==> src/rtl/score_keeper.sv <==
// Game score accumulator: event awards, ghost-combo multiplier, 4-digit saturation,
// high-score tracking and a once-per-game extra-life pulse.
package game_pkg;
    typedef enum logic [1:0] {
        GAME_MODE_LOADING = 2'd0,
        GAME_MODE_READY   = 2'd1,
        GAME_MODE_PLAY    = 2'd2,
        GAME_MODE_FAIL    = 2'd3
    } game_mode_t;
endpackage

module score_keeper
    import game_pkg::*;
#(
    parameter int unsigned SCORE_MAX      = 9999,
    parameter int unsigned PELLET_PTS     = 10,
    parameter int unsigned POWER_PTS      = 50,
    parameter int unsigned FRUIT_PTS      = 100,
    parameter int unsigned GHOST_BASE_PTS = 200,
    parameter int unsigned EXTRA_LIFE_AT  = 5000
) (
    input  logic        clk,
    input  logic        rst_n,
    input  game_mode_t  MODE,
    input  logic        pellet_eaten,
    input  logic        power_eaten,
    input  logic        fruit_eaten,
    input  logic        ghost_eaten,
    input  logic        power_expired,
    output logic [15:0] score,
    output logic [15:0] high_score,
    output logic [15:0] ghost_pts,
    output logic        extra_life,
    output logic        new_high
);

    logic [1:0]  combo, combo_used, combo_nxt;
    logic        life_given;
    game_mode_t  prev_mode;
    logic        playing, ready_entry, life_hit;
    logic [15:0] ghost_award, score_nxt;
    logic [16:0] award_sum, raw_sum;

    assign playing     = (MODE != GAME_MODE_LOADING) && (MODE != GAME_MODE_READY) &&
                         (MODE != GAME_MODE_FAIL);
    assign ready_entry = (MODE == GAME_MODE_READY) && (prev_mode != GAME_MODE_READY);

    // A power pellet eaten alongside a ghost restarts the chain for that same ghost.
    assign combo_used  = power_eaten ? 2'd0 : combo;
    assign ghost_award = 16'(GHOST_BASE_PTS << combo_used);

    always_comb begin
        combo_nxt = combo;
        if (power_eaten)
            combo_nxt = ghost_eaten ? 2'd1 : 2'd0;
        else if (power_expired)
            combo_nxt = 2'd0;
        else if (ghost_eaten && combo != 2'd3)
            combo_nxt = combo + 2'd1;
    end

    assign award_sum = (pellet_eaten ? 17'(PELLET_PTS) : 17'd0)
                     + (power_eaten  ? 17'(POWER_PTS)  : 17'd0)
                     + (fruit_eaten  ? 17'(FRUIT_PTS)  : 17'd0)
                     + (ghost_eaten  ? {1'b0, ghost_award} : 17'd0);
    assign raw_sum   = {1'b0, score} + award_sum;
    assign score_nxt = (raw_sum > 17'(SCORE_MAX)) ? 16'(SCORE_MAX) : raw_sum[15:0];
    assign life_hit  = !life_given && (score < 16'(EXTRA_LIFE_AT)) &&
                       (score_nxt >= 16'(EXTRA_LIFE_AT));

    always_ff @(posedge clk or negedge rst_n) begin
        if (!rst_n) begin
            score      <= '0;
            high_score <= '0;
            ghost_pts  <= '0;
            extra_life <= 1'b0;
            new_high   <= 1'b0;
            combo      <= '0;
            life_given <= 1'b0;
            prev_mode  <= GAME_MODE_LOADING;
        end else begin
            prev_mode  <= MODE;
            extra_life <= 1'b0;
            if (score > high_score) begin
                high_score <= score;
                new_high   <= 1'b1;
            end
            // A fresh game wipes per-game state; the high score survives.
            if (ready_entry) begin
                score      <= '0;
                combo      <= '0;
                ghost_pts  <= '0;
                life_given <= 1'b0;
                new_high   <= 1'b0;
            end else if (playing) begin
                score <= score_nxt;
                combo <= combo_nxt;
                if (ghost_eaten)
                    ghost_pts <= ghost_award;
                if (life_hit) begin
                    extra_life <= 1'b1;
                    life_given <= 1'b1;
                end
            end
        end
    end

endmodule

==> config.mk <==
export PLATFORM = sky130hd
export DESIGN_NAME = score_keeper
export DESIGN_NICKNAME = d
export VERILOG_FILES = /design/src/rtl/score_keeper.sv
export SDC_FILE = /design/constraint.sdc
export NUM_CORES = 1
export LEC_CHECK = 0
export CORE_MARGIN = 2
export CORE_UTILIZATION = 38
export CTS_CLUSTER_DIAMETER = 200
export DETAILED_ROUTE_END_ITERATION = 16
export GPL_TIMING_DRIVEN = 0
export PLACE_DENSITY = 0.64
export SYNTH_ARGS = -nofsm -noshare
export SYNTH_HDL_FRONTEND = slang
export SYNTH_SLANG_ARGS = --single-unit
==> constraint.sdc <==
create_clock -name clk -period 4.84 [get_ports clk]
set_input_delay 0.968 -clock clk [delete_from_list [all_inputs] [get_ports clk]]
set_output_delay 0.968 -clock clk [all_outputs]
set_load 0.02 [all_outputs]
==> results of run 1 <==
## cell type report
cell class,count,area share
Buffer,18,0.0239
Clock buffer,6,0.0163
Timing Repair Buffer,55,0.121
Multi-Input combinational cell,279,0.496
Sequential cell,47,0.264
Clock inverter,2,0.0135
Tap cell,111,0.0312
Inverter,40,0.0338
## how the worst max path moves through the flow
| stage | startpoint | endpoint | slack [ps] | cells after the start |
|---|---|---|---|---|
| finish | power_eaten | score[13]$_DFFE_PN0P_ | 240 | 18 |
| global route | power_eaten | score[5]$_DFFE_PN0P_ | -0.03 | 18 |
| CTS | ghost_eaten | score[13]$_DFFE_PN0P_ | 4 | 16 |
| detailed placement | power_eaten | score[7]$_DFFE_PN0P_ | -1050 | 19 |
| global placement | power_eaten | score[4]$_DFFE_PN0P_ | -980 | 19 |
| floorplan | power_eaten | score[13]$_DFFE_PN0P_ | 220 | 17 |
## timing repair
action / CTS / global route
endpoints found under the setup margin: 16 / 16
setup buffers: 2 / 2
gates resized for setup: 14 / 17
pin swaps: 2 / 7
## stage by stage
| stage | instance area, sq um | util |
|---|---|---|
| final | 4450 | 0.486 |
| after global routing | 4450 | 0.486 |
| after CTS | 4380 | 0.479 |
| after detailed placement | 4220 | 0.461 |
| after global placement | 4210 | 0.459 |
| after floorplan | 3570 | - |
## routing by layer
layer  part of all wire  vias to the layer above
met2               0.50                       56
met4              0.021                        0
met3              0.029                       10
met1               0.45                     1411
li1                   -                     1461
met5                  0                        -
## cell usage in the layout (no fill, tap or decap), types with 3 or more instances in the layout
master           synthesis  final
clkdlybuf4s50_1          0     45
and2_1                   4      4
fa_1                     7      6
nand3_1                 12     12
nand2b_1                 7      7
mux2_2                  12     12
nor2b_1                 13     12
nor2_1                  21     21
a21oi_1                 23     22
mux2i_1                  4      4
dfrtp_1                 47     47
nand4_1                  6      6
conb_1                   1      8
buf_2                    3      4
a22o_1                   7      7
buf_4                    8     13
inv_1                   40     38
or3_1                    4      4
nand2_1                 19     18
xor2_1                   3      3
nor3_1                  13     13
clkbuf_1                 6      6
clkbuf_8                 0      5
o211ai_1                 5      5
o21ai_0                 11     10
o21a_1                   3      3
ha_1                    45     43
a21o_1                   7      7
o21ai_1                  7      8
## registers in the layout (all words and copies together) (netlist names)
name and cells:
combo 2, extra_life 1, ghost_pts 8, high_score 16, life_given 1, new_high 1, prev_mode 2, score 16
## logic make-up after synthesis
family | Yosys count
multiplexers | 16
XOR/XNOR | 6
buffers and inverters | 58
adder cells (fa/ha/maj) | 52
other | 1
AND/OR/NAND/NOR | 112
flip-flops | 47
AO/OA/AOI/OAI | 85
## where the power goes
part | switching [uW] | internal (uW) | total, uW
clock | 140 | 207 | 346
sequential | 111 | 496 | 607
combinational | 907 | 769 | 1680
## worst reg2reg max path: cells and delay by family (launching register included)
kind                     cells  cell delay, ps
buffers and inverters        3             250
AND/OR/NAND/NOR              3             460
adder cells (fa/ha/maj)      4            1350
AO/OA/AOI/OAI                7            1680
flip-flops                   1             440
==> metrics.md, run 1 <==
| Metric | Value |
|---|---|
| Core region area | 9150 sq um |
| Dominant cell type by area after synthesis | dfrtp_1 |
| Die Y | 101 um |
| Total CTS buffers | 5 |
| Vias/cell | 5.27 |
| Synth Warn # | 0 |
| Reg clk slew, reported paths | 80 ps |
| Simple-gate share of the synthesized area | 0.165 |
| Final setup violation count | 0 |
| Synth Area in Compound Gates | 0.167 |
| Period Utilization, post-route | 0.951 |
| Worst Path Required | 5030 ps |
| # IOs | 59 |
| Crit-path slowest cell | fa_1 |
| WHS Path Cells | 2 |
| Multiplexer share of the synthesized area | 0.0495 |
| Worst Tran Pin Value | 1340 ps |
| Initial antenna violation count | 0 |
| Largest net degree at the start of global routing | 37 |
| GRT busiest layer | met2 |
| Drt drc | 0 |
| Drt pass-1 iters | 4 |
| Via Count | 2,938 |
| Global-route wire length before repair | 13.9 mm |
| DP Wirelength | 6.67 mm |
| Post-Synth Adder-Cell Area | 0.199 |
| CTS sink cnt | 47 |
| Clock buffer depth | 2 |
| GPL Wtd Cong | 0.808 |
| Peak ir drop on the vdd network | 0.172 mV |
| Slowest stage delay, CP | 490 ps |
| Worst hold margin | 475 ps |
| Final Critical Period | 4600 ps |
| Post-synth top area share | 0.332 |
| Mapped Area | 3540 sq um |
| Pre-CTS setup slack | -1050 ps |
| Clock Skew | 11.1 ps |
| Iteration-0 DRC Markers | 121 |
| Max-cap violations | 0 |
| Status | finished, final reports clean |
| Gate Count Post-Synth | 377 |
| Kind of end point of the critical path | register |
| Post-DRT Antenna Nets | 0 |
| Final wirelength | 8.27 mm |
| Setup slack after layout | 237 ps |
| WP data arrival | 4790 ps |
| Grt ovf | 0 |
| Critical Path Start Type | input port |
| Unique cell type count in the Yosys netlist | 57 |
| Crit path max-delay family | adder cells |
| Gr usage total | 0.171 |
| Top_reg_cell synth | dfrtp_1 |
| Relative slew slack | 0.0970 |
| Initial Utilization | 0.387 |
| Setup TNS | 0 ps |
| Antenna Cells | 0 |
| Share of cells above drive strength 1 | 0.134 |
| Synth top cells by count | 47 x dfrtp_1, 45 x ha_1, 40 x inv_1 |
| Main combinational cell family by area after synthesis | adder cells |
| Tot Pwr | 2630 uW |
| Register bit total from synthesis | 47 |
| Die X | 101 um |
| Most common cell in the netlist | dfrtp_1 |
| Area of the multi-input gates | 2200 sq um |
| Met3 Use GR | 0.0180 |
| Final number of hold-violating endpoints | 0 |
| Worst Hold Class | register to register |
| XOR/XNOR Fraction of Synth Area | 0.0148 |
| Crit path kind | input port to register |
| Hold buffer count at CTS | 0 |
| Routing usage on met1 | 0.221 |
| WL/cell | 14.8 um |
| CTS tree | done |
| Port-buffer cells | 50 |
| Leakage power | 0.00211 uW |
| Fraction of registers with async set/reset | 1.00 |
| Hold EP | life_given$_DFFE_PN0P_ |
| Max Freq | 217 MHz |
| Buf/Inv on CP | 4 |
| H-tree lvl count | 2 |
| HP Start | life_given$_DFFE_PN0P_ |
| Launching point of the worst reg2reg path | combo[0]$_DFFE_PN0P_ |
| Setup slack, reg-to-reg | 560 ps |
| Sequential-to-total area share from yosys stat | 0.332 |
| Final-layout fill cell count | 854 |
| Inst Count DP | 546 |
| Full die area | 10,100 sq um |
| Chain of cells forming the critical path | buf_4 > inv_2 > nand2_2 > ha_1 > nand2_1 > fa_1 > inv_1 > ha_1 > ha_4 > inv_1 > fa_2 > nand2b_1 > a211oi_2 > o21ai_1 > a211o_1 > or4b_1 > o22a_1 > a22o_1 |
| Top cells by area, synth | dfrtp_1 33%, ha_1 16%, inv_1 4.2%, fa_1 4.0%, mux2_2 3.8% |
| Pwr per Cell Area | 591 nW/um^2 |
| Max Slew Vio Count | 0 |
| Mean Syn Cell Area | 9.39 sq um |
| Post-synth EDFFs | 0 |
| Rows | 35 |
| Final nets | 507 |
| Area grow syn2layout | 25.7% |
| Vias in the first global route | 2,880 |
| Final std cells w/o fill | 558 |
| Crit Reg-Reg Endpoint | score[12]$_DFFE_PN0P_ |
| Critical Path Fanout Max | 8 |
| R2R depth | 17 |
| Worst-Skew Late Latency | 310 ps |
| CTS root buffer | clkbuf_8 |
| Met2 usage | 0.298 |
| Seq. cell area | 1180 sq um |
(Power assumes the default switching activity.)
==> run 2, diff against run 1 <==
Settings changed: CTS_BUF_LIST set to sky130_fd_sc_hd__clkbuf_4.
Clock period 4.84 ns to 5.1 ns, I/O delays scaled along.
==> metrics.md, run 2 (synthesis results as in run 1) <==
| Metric | Value |
|---|---|
| Comb power frac | 0.642 (+0.005) |
| R2R depth | 17 (unchanged) |
| WP data arrival | 5100 ps (+310 ps) |
| Via Count | 2,915 (-0.78%) |
| Leakage power | 0.00206 uW (-2.4%) |
| Setup slack after layout | 256 ps (+18.7 ps) |
| Peak ir drop on the vdd network | 0.169 mV (-1.9%) |
| Antenna Cells | 0 (unchanged) |
| WHS Path Cells | 2 (unchanged) |
| Worst-Skew Late Latency | 370 ps (+60 ps) |
| Most frequent cells in the layout | 47 x dfrtp_1, 47 x clkdlybuf4s50_1, 45 x ha_1 |
| # IOs | 59 (unchanged) |
| Clock buffer depth | 2 (unchanged) |
| CTS tree | done |
| Relative slew slack | 0.128 (+0.0307) |
| Final nets | 503 (-0.79%) |
| Vias in the first global route | 2,888 (+0.28%) |
| Core region area | 9150 sq um (unchanged) |
| Max Slew Vio Count | 0 (unchanged) |
| Share of cells above drive strength 1 | 0.108 (-0.0259) |
| Kind of end point of the critical path | register |
| GRT busiest layer | met2 |
| Final setup violation count | 0 (unchanged) |
| Area of the multi-input gates | 2150 sq um (-2.3%) |
| Setup slack, reg-to-reg | 630 ps (+70 ps) |
| Vias/cell | 5.26 (about the same) |
| DP Wirelength | 6.67 mm (unchanged) |
| Crit path max-delay family | adder cells |
| Final-layout fill cell count | 872 (+2.1%) |
| Post-DRT Antenna Nets | 0 (unchanged) |
| Routing usage on met1 | 0.218 (-0.00306) |
| Final wirelength | 8.21 mm (-0.68%) |
| Pwr per Cell Area | 553 nW/um^2 (-6.4%) |
| Worst Hold Class | register to register |
| Setup TNS | 0 ps (unchanged) |
| Drt drc | 0 (unchanged) |
| HP Start | life_given$_DFFE_PN0P_ |
| Worst Path Required | 5360 ps (+330 ps) |
| Crit Reg-Reg Endpoint | score[13]$_DFFE_PN0P_ |
| Grt ovf | 0 (unchanged) |
| Clock Power Share | 0.119 (-0.013) |
| RSZ-0062 raised after global routing | no |
| Global-route wire length before repair | 13.8 mm (-0.45%) |
| Crit path kind | input port to register |
| Status | finished, final reports clean |
| Crit-path slowest cell | clkdlybuf4s50_1 |
| Full die area | 10,100 sq um (unchanged) |
| Die Y | 101 um (unchanged) |
| Crit path top cell by count | inv_1 |
| Drt pass-1 iters | 4 (unchanged) |
| Critical Path Start Type | input port |
| Period Utilization, post-route | 0.950 |
| Hold buffer count at CTS | 0 (unchanged) |
| Largest regs | high_score x16, score x16, ghost_pts x8 |
| Met2 usage | 0.297 (-0.00103) |
| Initial Utilization | 0.387 (unchanged) |
| Largest net degree at the start of global routing | 37 (unchanged) |
| CTS sink cnt | 47 (unchanged) |
| Sequential group share of total power | 0.240 (+0.009) |
| Pre-CTS setup slack | -846 ps (+208 ps) |
| Worst Tran Pin Value | 1300 ps (-45.8 ps) |
| Launching point of the worst reg2reg path | combo[0]$_DFFE_PN0P_ |
| WL/cell | 14.8 um (about the same) |
| Seq. cell area | 1180 sq um (unchanged) |
| Die X | 101 um (unchanged) |
| Initial antenna violation count | 0 (unchanged) |
| Reg clk slew, reported paths | 130 ps (+50 ps) |
| Post-layout util | 0.474 (-0.0119) |
| Post-CTS Setup Bufs | 0 (-2) |
| Rows | 35 (unchanged) |
| Clock Skew | 14.4 ps (+3.29 ps) |
| Sw Pwr | 1070 uW (-7.4%) |
| GPL Wtd Cong | 0.808 (unchanged) |
| H-tree lvl count | 2 (unchanged) |
| CTS root buffer | clkbuf_4 |
| Buf/Inv on CP | 4 (unchanged) |
| Cell Int Power | 1330 uW (-9.8%) |
| Hold EP | life_given$_DFFE_PN0P_ |
| Final Critical Period | 4840 ps |
| Critical Path Fanout Max | 5 (-3) |
| Area grow syn2layout | 22.6% |
| Sw Share | 0.447 (+0.00642) |
| Max-cap violations | 0 (unchanged) |
| Worst hold margin | 486 ps (+10.9 ps) |
| Final number of hold-violating endpoints | 0 (unchanged) |
| Slowest stage delay, CP | 540 ps (+50 ps) |
| Gr usage total | 0.170 (-0.000881) |
| Chain of cells forming the critical path | clkdlybuf4s50_1 > inv_1 > fa_1 > inv_1 > ha_1 > ha_1 > inv_1 > fa_1 > nand2b_1 > a211oi_2 > o21ai_1 > a211o_1 > or4b_1 > o22a_1 > a22o_1 |
| Met3 Use GR | 0.0208 (+0.00277) |
| Iteration-0 DRC Markers | 100 (-17%) |
| Total CTS buffers | 5 (unchanged) |
| Port-buffer cells | 50 (unchanged) |
| Max Freq | 206 MHz |
==> run 2: cell types whose count changed in the layout (fill, tap and decap cells not counted), moves of 2 or more <==
| cell | previous run | this run |
|---|---|---|
| clkbuf_8 | 5 | 0 |
| buf_4 | 13 | 8 |
| clkbuf_4 | 1 | 7 |
| ha_1 | 43 | 45 |
| clkdlybuf4s50_1 | 45 | 47 |
==> run 2: how the worst max path moves through the flow <==
stage	from	slack (ps)	cells after the start	endpoint
global placement	power_eaten	-770	19	score[4]$_DFFE_PN0P_
floorplan	power_eaten	430	17	score[13]$_DFFE_PN0P_
CTS	power_eaten	30	18	score[13]$_DFFE_PN0P_
global route	ghost_eaten	50	16	score[13]$_DFFE_PN0P_
finish	pellet_eaten	260	15	score[13]$_DFFE_PN0P_
detailed placement	power_eaten	-850	19	score[7]$_DFFE_PN0P_
==> run 2: layout make-up <==
| class | instances | area share |
|---|---|---|
| Sequential cell | 47 | 0.271 |
| Inverter | 40 | 0.0346 |
| Clock buffer | 6 | 0.0104 |
| Clock inverter | 2 | 0.0138 |
| Multi-Input combinational cell | 279 | 0.496 |
| Tap cell | 111 | 0.0320 |
| Buffer | 18 | 0.0245 |
| Timing Repair Buffer | 51 | 0.117 |
==> run 2: per-stage QoR <==
| step | power (uW) | area, sq um | cells |
|---|---|---|---|
| finish | 2400 | 4340 | 554 |
| global placement | 2080 | 4210 | 545 |
| global route | 2600 | 4340 | 554 |
| CTS | 2420 | 4330 | 554 |
| detailed placement | 2130 | 4220 | 546 |
| floorplan | 1660 | 3570 | 384 |
==> run 2: worst min-delay path: cells and delay by family, from the launching register on <==
family / cells / cell delay, ps
flip-flops: 1 / 360
AND/OR/NAND/NOR: 1 / 50
AO/OA/AOI/OAI: 1 / 50
==> run 2: power groups by stage <==
stage,registers (uW),clock network [uW],logic [uW]
floorplan,658,0,1010
global placement,578,0,1510
detailed placement,584,0,1540
CTS,576,287,1550
global route,593,304,1700
finish,575,285,1540
==> run 2: per-layer routing <==
layer / part of all wire / up-vias / wire (um)
li1: - / 1453 / -
met1: 0.46 / 1406 / 3790
met2: 0.50 / 46 / 4070
met3: 0.022 / 10 / 177
met4: 0.021 / 0 / 173
met5: 0 / - / 0
==> run 2: repair_timing <==
item,4_1_cts,5_1_grt
resized for setup,7,7
endpoints found under the setup margin,16,9
pin swaps,1,1
==> run 3, diff against run 2 <==
Settings changed: ABC_CLOCK_PERIOD_IN_PS set to 5100, CAP_MARGIN set to 20.
==> metrics.md, run 3 (synthesis results as in run 1) <==
| Metric | Value |
|---|---|
| Status | finished, final reports clean |
| Reg clk slew, reported paths | 130 ps (about the same) |
| Worst Hold Class | register to register |
| WP data arrival | 5150 ps (+50 ps) |
| Worst Path Required | 5350 ps (about the same) |
| Leakage power | 0.00207 uW (+0.57%) |
| Die X | 101 um (unchanged) |
| Setup TNS | 0 ps (unchanged) |
| WL/cell | 14.6 um (-1.2%) |
| Pre-CTS setup slack | -848 ps (-1.93 ps) |
| Area grow syn2layout | 23.2% |
| RSZ-0062 raised after global routing | no |
| Full die area | 10,100 sq um (unchanged) |
| Final setup violation count | 0 (unchanged) |
| Final std cells w/o fill | 556 (+0.36%) |
| CTS root buffer | clkbuf_4 |
| Global-route wire length before repair | 13.8 mm (-0.45%) |
| Largest net degree at the start of global routing | 37 (unchanged) |
| Worst Tran Pin Value | 820 ps (-478 ps) |
| # IOs | 59 (unchanged) |
| Setup slack, reg-to-reg | 670 ps (+40 ps) |
| Tot Pwr | 2410 uW (+0.22%) |
| Post-DRT Antenna Nets | 0 (unchanged) |
| Rows | 35 (unchanged) |
| Setup slack after layout | 205 ps (-51.3 ps) |
| Peak ir drop on the vdd network | 0.177 mV (+4.6%) |
| Largest regs | high_score x16, score x16, ghost_pts x8 |
| Clock buffer depth | 2 (unchanged) |
| Die Y | 101 um (unchanged) |
| Final wirelength | 8.14 mm (-0.85%) |
| Max Slew Vio Count | 0 (unchanged) |
| Port-buffer cells | 50 (unchanged) |
| Initial antenna violation count | 0 (unchanged) |
| Antenna Cells | 0 (unchanged) |
| Inst Count DP | 547 (+0.18%) |
| Drt drc | 0 (unchanged) |
| Final nets | 505 (+0.40%) |
| Period Utilization, post-route | 0.960 (+0.0101) |
| Vias in the first global route | 2,881 (-0.24%) |
| Drt pass-1 iters | 4 (unchanged) |
| GPL Wtd Cong | 0.808 (unchanged) |
| Max-cap violations | 0 (unchanged) |
| Via Count | 2,945 (+1.0%) |
| CTS sink cnt | 47 (unchanged) |
| Gr usage total | 0.169 (-0.00108) |
| Iteration-0 DRC Markers | 120 (+20%) |
| Kind of end point of the critical path | register |
| Total CTS buffers | 5 (unchanged) |
| Final-layout fill cell count | 862 (-1.1%) |
| Clock Skew | 19.3 ps (+4.92 ps) |
| H-tree lvl count | 2 (unchanged) |
| Max Freq | 204 MHz (-1.0%) |
| Initial Utilization | 0.387 (unchanged) |
| Crit path kind | input port to register |
| Vias/cell | 5.30 (+0.67%) |
| DP Wirelength | 6.65 mm (-0.31%) |
| Core region area | 9150 sq um (unchanged) |
| Critical Path Fanout Max | 8 (+3) |
| CTS tree | done |
| Worst-Skew Late Latency | 370 ps (about the same) |
| Final Critical Period | 4900 ps (+51.3 ps) |
| Critical Path Start Type | input port |
| Worst hold margin | 487 ps (+1.00 ps) |
| Final number of hold-violating endpoints | 0 (unchanged) |
| Grt ovf | 0 (unchanged) |
| Pwr per Cell Area | 552 nW/um^2 (-0.24%) |
| Most frequent cells in the layout | 47 x dfrtp_1, 47 x clkdlybuf4s50_1, 45 x ha_1 |
| Share of cells above drive strength 1 | 0.112 (+0.00401) |
| Relative slew slack | 0.453 (+0.326) |
==> run 3: where the power goes <==
group / leakage (uW) / internal (uW) / switching [uW]
Sequential: 0.000616 / 470 / 104
Clock: 0.0000559 / 158 / 126
Combinational: 0.00140 / 702 / 846
Total: 0.00207 / 1330 / 1080
==> run 3: what timing repair did <==
action                                  4_1_cts  5_1_grt
pin swaps                                     1        1
setup buffers                                 1        0
hold buffers                                  0        0
endpoints found under the setup margin       16       10
gates resized for setup                       8        5
==> run 3: critical path: stages <==
cell and delay (ps):
clkdlybuf4s18_2 290, inv_2 90, nand2_2 100, ha_1 180, nand2_1 80, fa_1 480, inv_1 40, ha_1 280
ha_1 220, inv_1 70, fa_1 410, nand2b_1 200, a211oi_2 270, o21ai_1 90, a211o_1 330, or4b_1 490
o22a_1 250, a22o_1 250
==> run 3: cell type report <==
class	count	area, sq um	share of cell area
multi-input combinational	279	2150	0.494
clock inverter	2	60.1	0.0138
inverter	40	150	0.0344
tap	111	139	0.0319
buffer	18	106	0.0244
sequential	47	1180	0.270
clock buffer	6	45.0	0.0103
timing repair buffer	53	529	0.121
==> run 3: final timing paths <==
path / startpoint / to / cells past startpoint
max reg2reg: combo[0]$_DFFE_PN0P_ / score[13]$_DFFE_PN0P_ / 17
max in group asynchronous: rst_n / extra_life$_DFF_PN0_ / 2
min: life_given$_DFFE_PN0P_ / life_given$_DFFE_PN0P_ / 2
max: power_eaten / score[13]$_DFFE_PN0P_ / 18
min in group asynchronous: rst_n / high_score[10]$_DFFE_PN0N_ / 1
min reg2reg: life_given$_DFFE_PN0P_ / life_given$_DFFE_PN0P_ / 2
==> run 3: routing by layer <==
metal / track usage / vias to the layer above / share of wire
li1: - / 1463 / -
met1: 0.222 / 1424 / 0.46
met3: 0.0194 / 8 / 0.022
met5: 0 / - / 0
met4: 0.0379 / 0 / 0.012
met2: 0.298 / 50 / 0.50
==> run 3: per-stage QoR <==
stage | area [sq um] | utilization
2_1_floorplan | 3570 | -
3_3_place_gp | 4210 | 0.459
3_5_place_dp | 4230 | 0.462
4_1_cts | 4360 | 0.476
5_1_grt | 4360 | 0.476
6_report | 4360 | 0.476
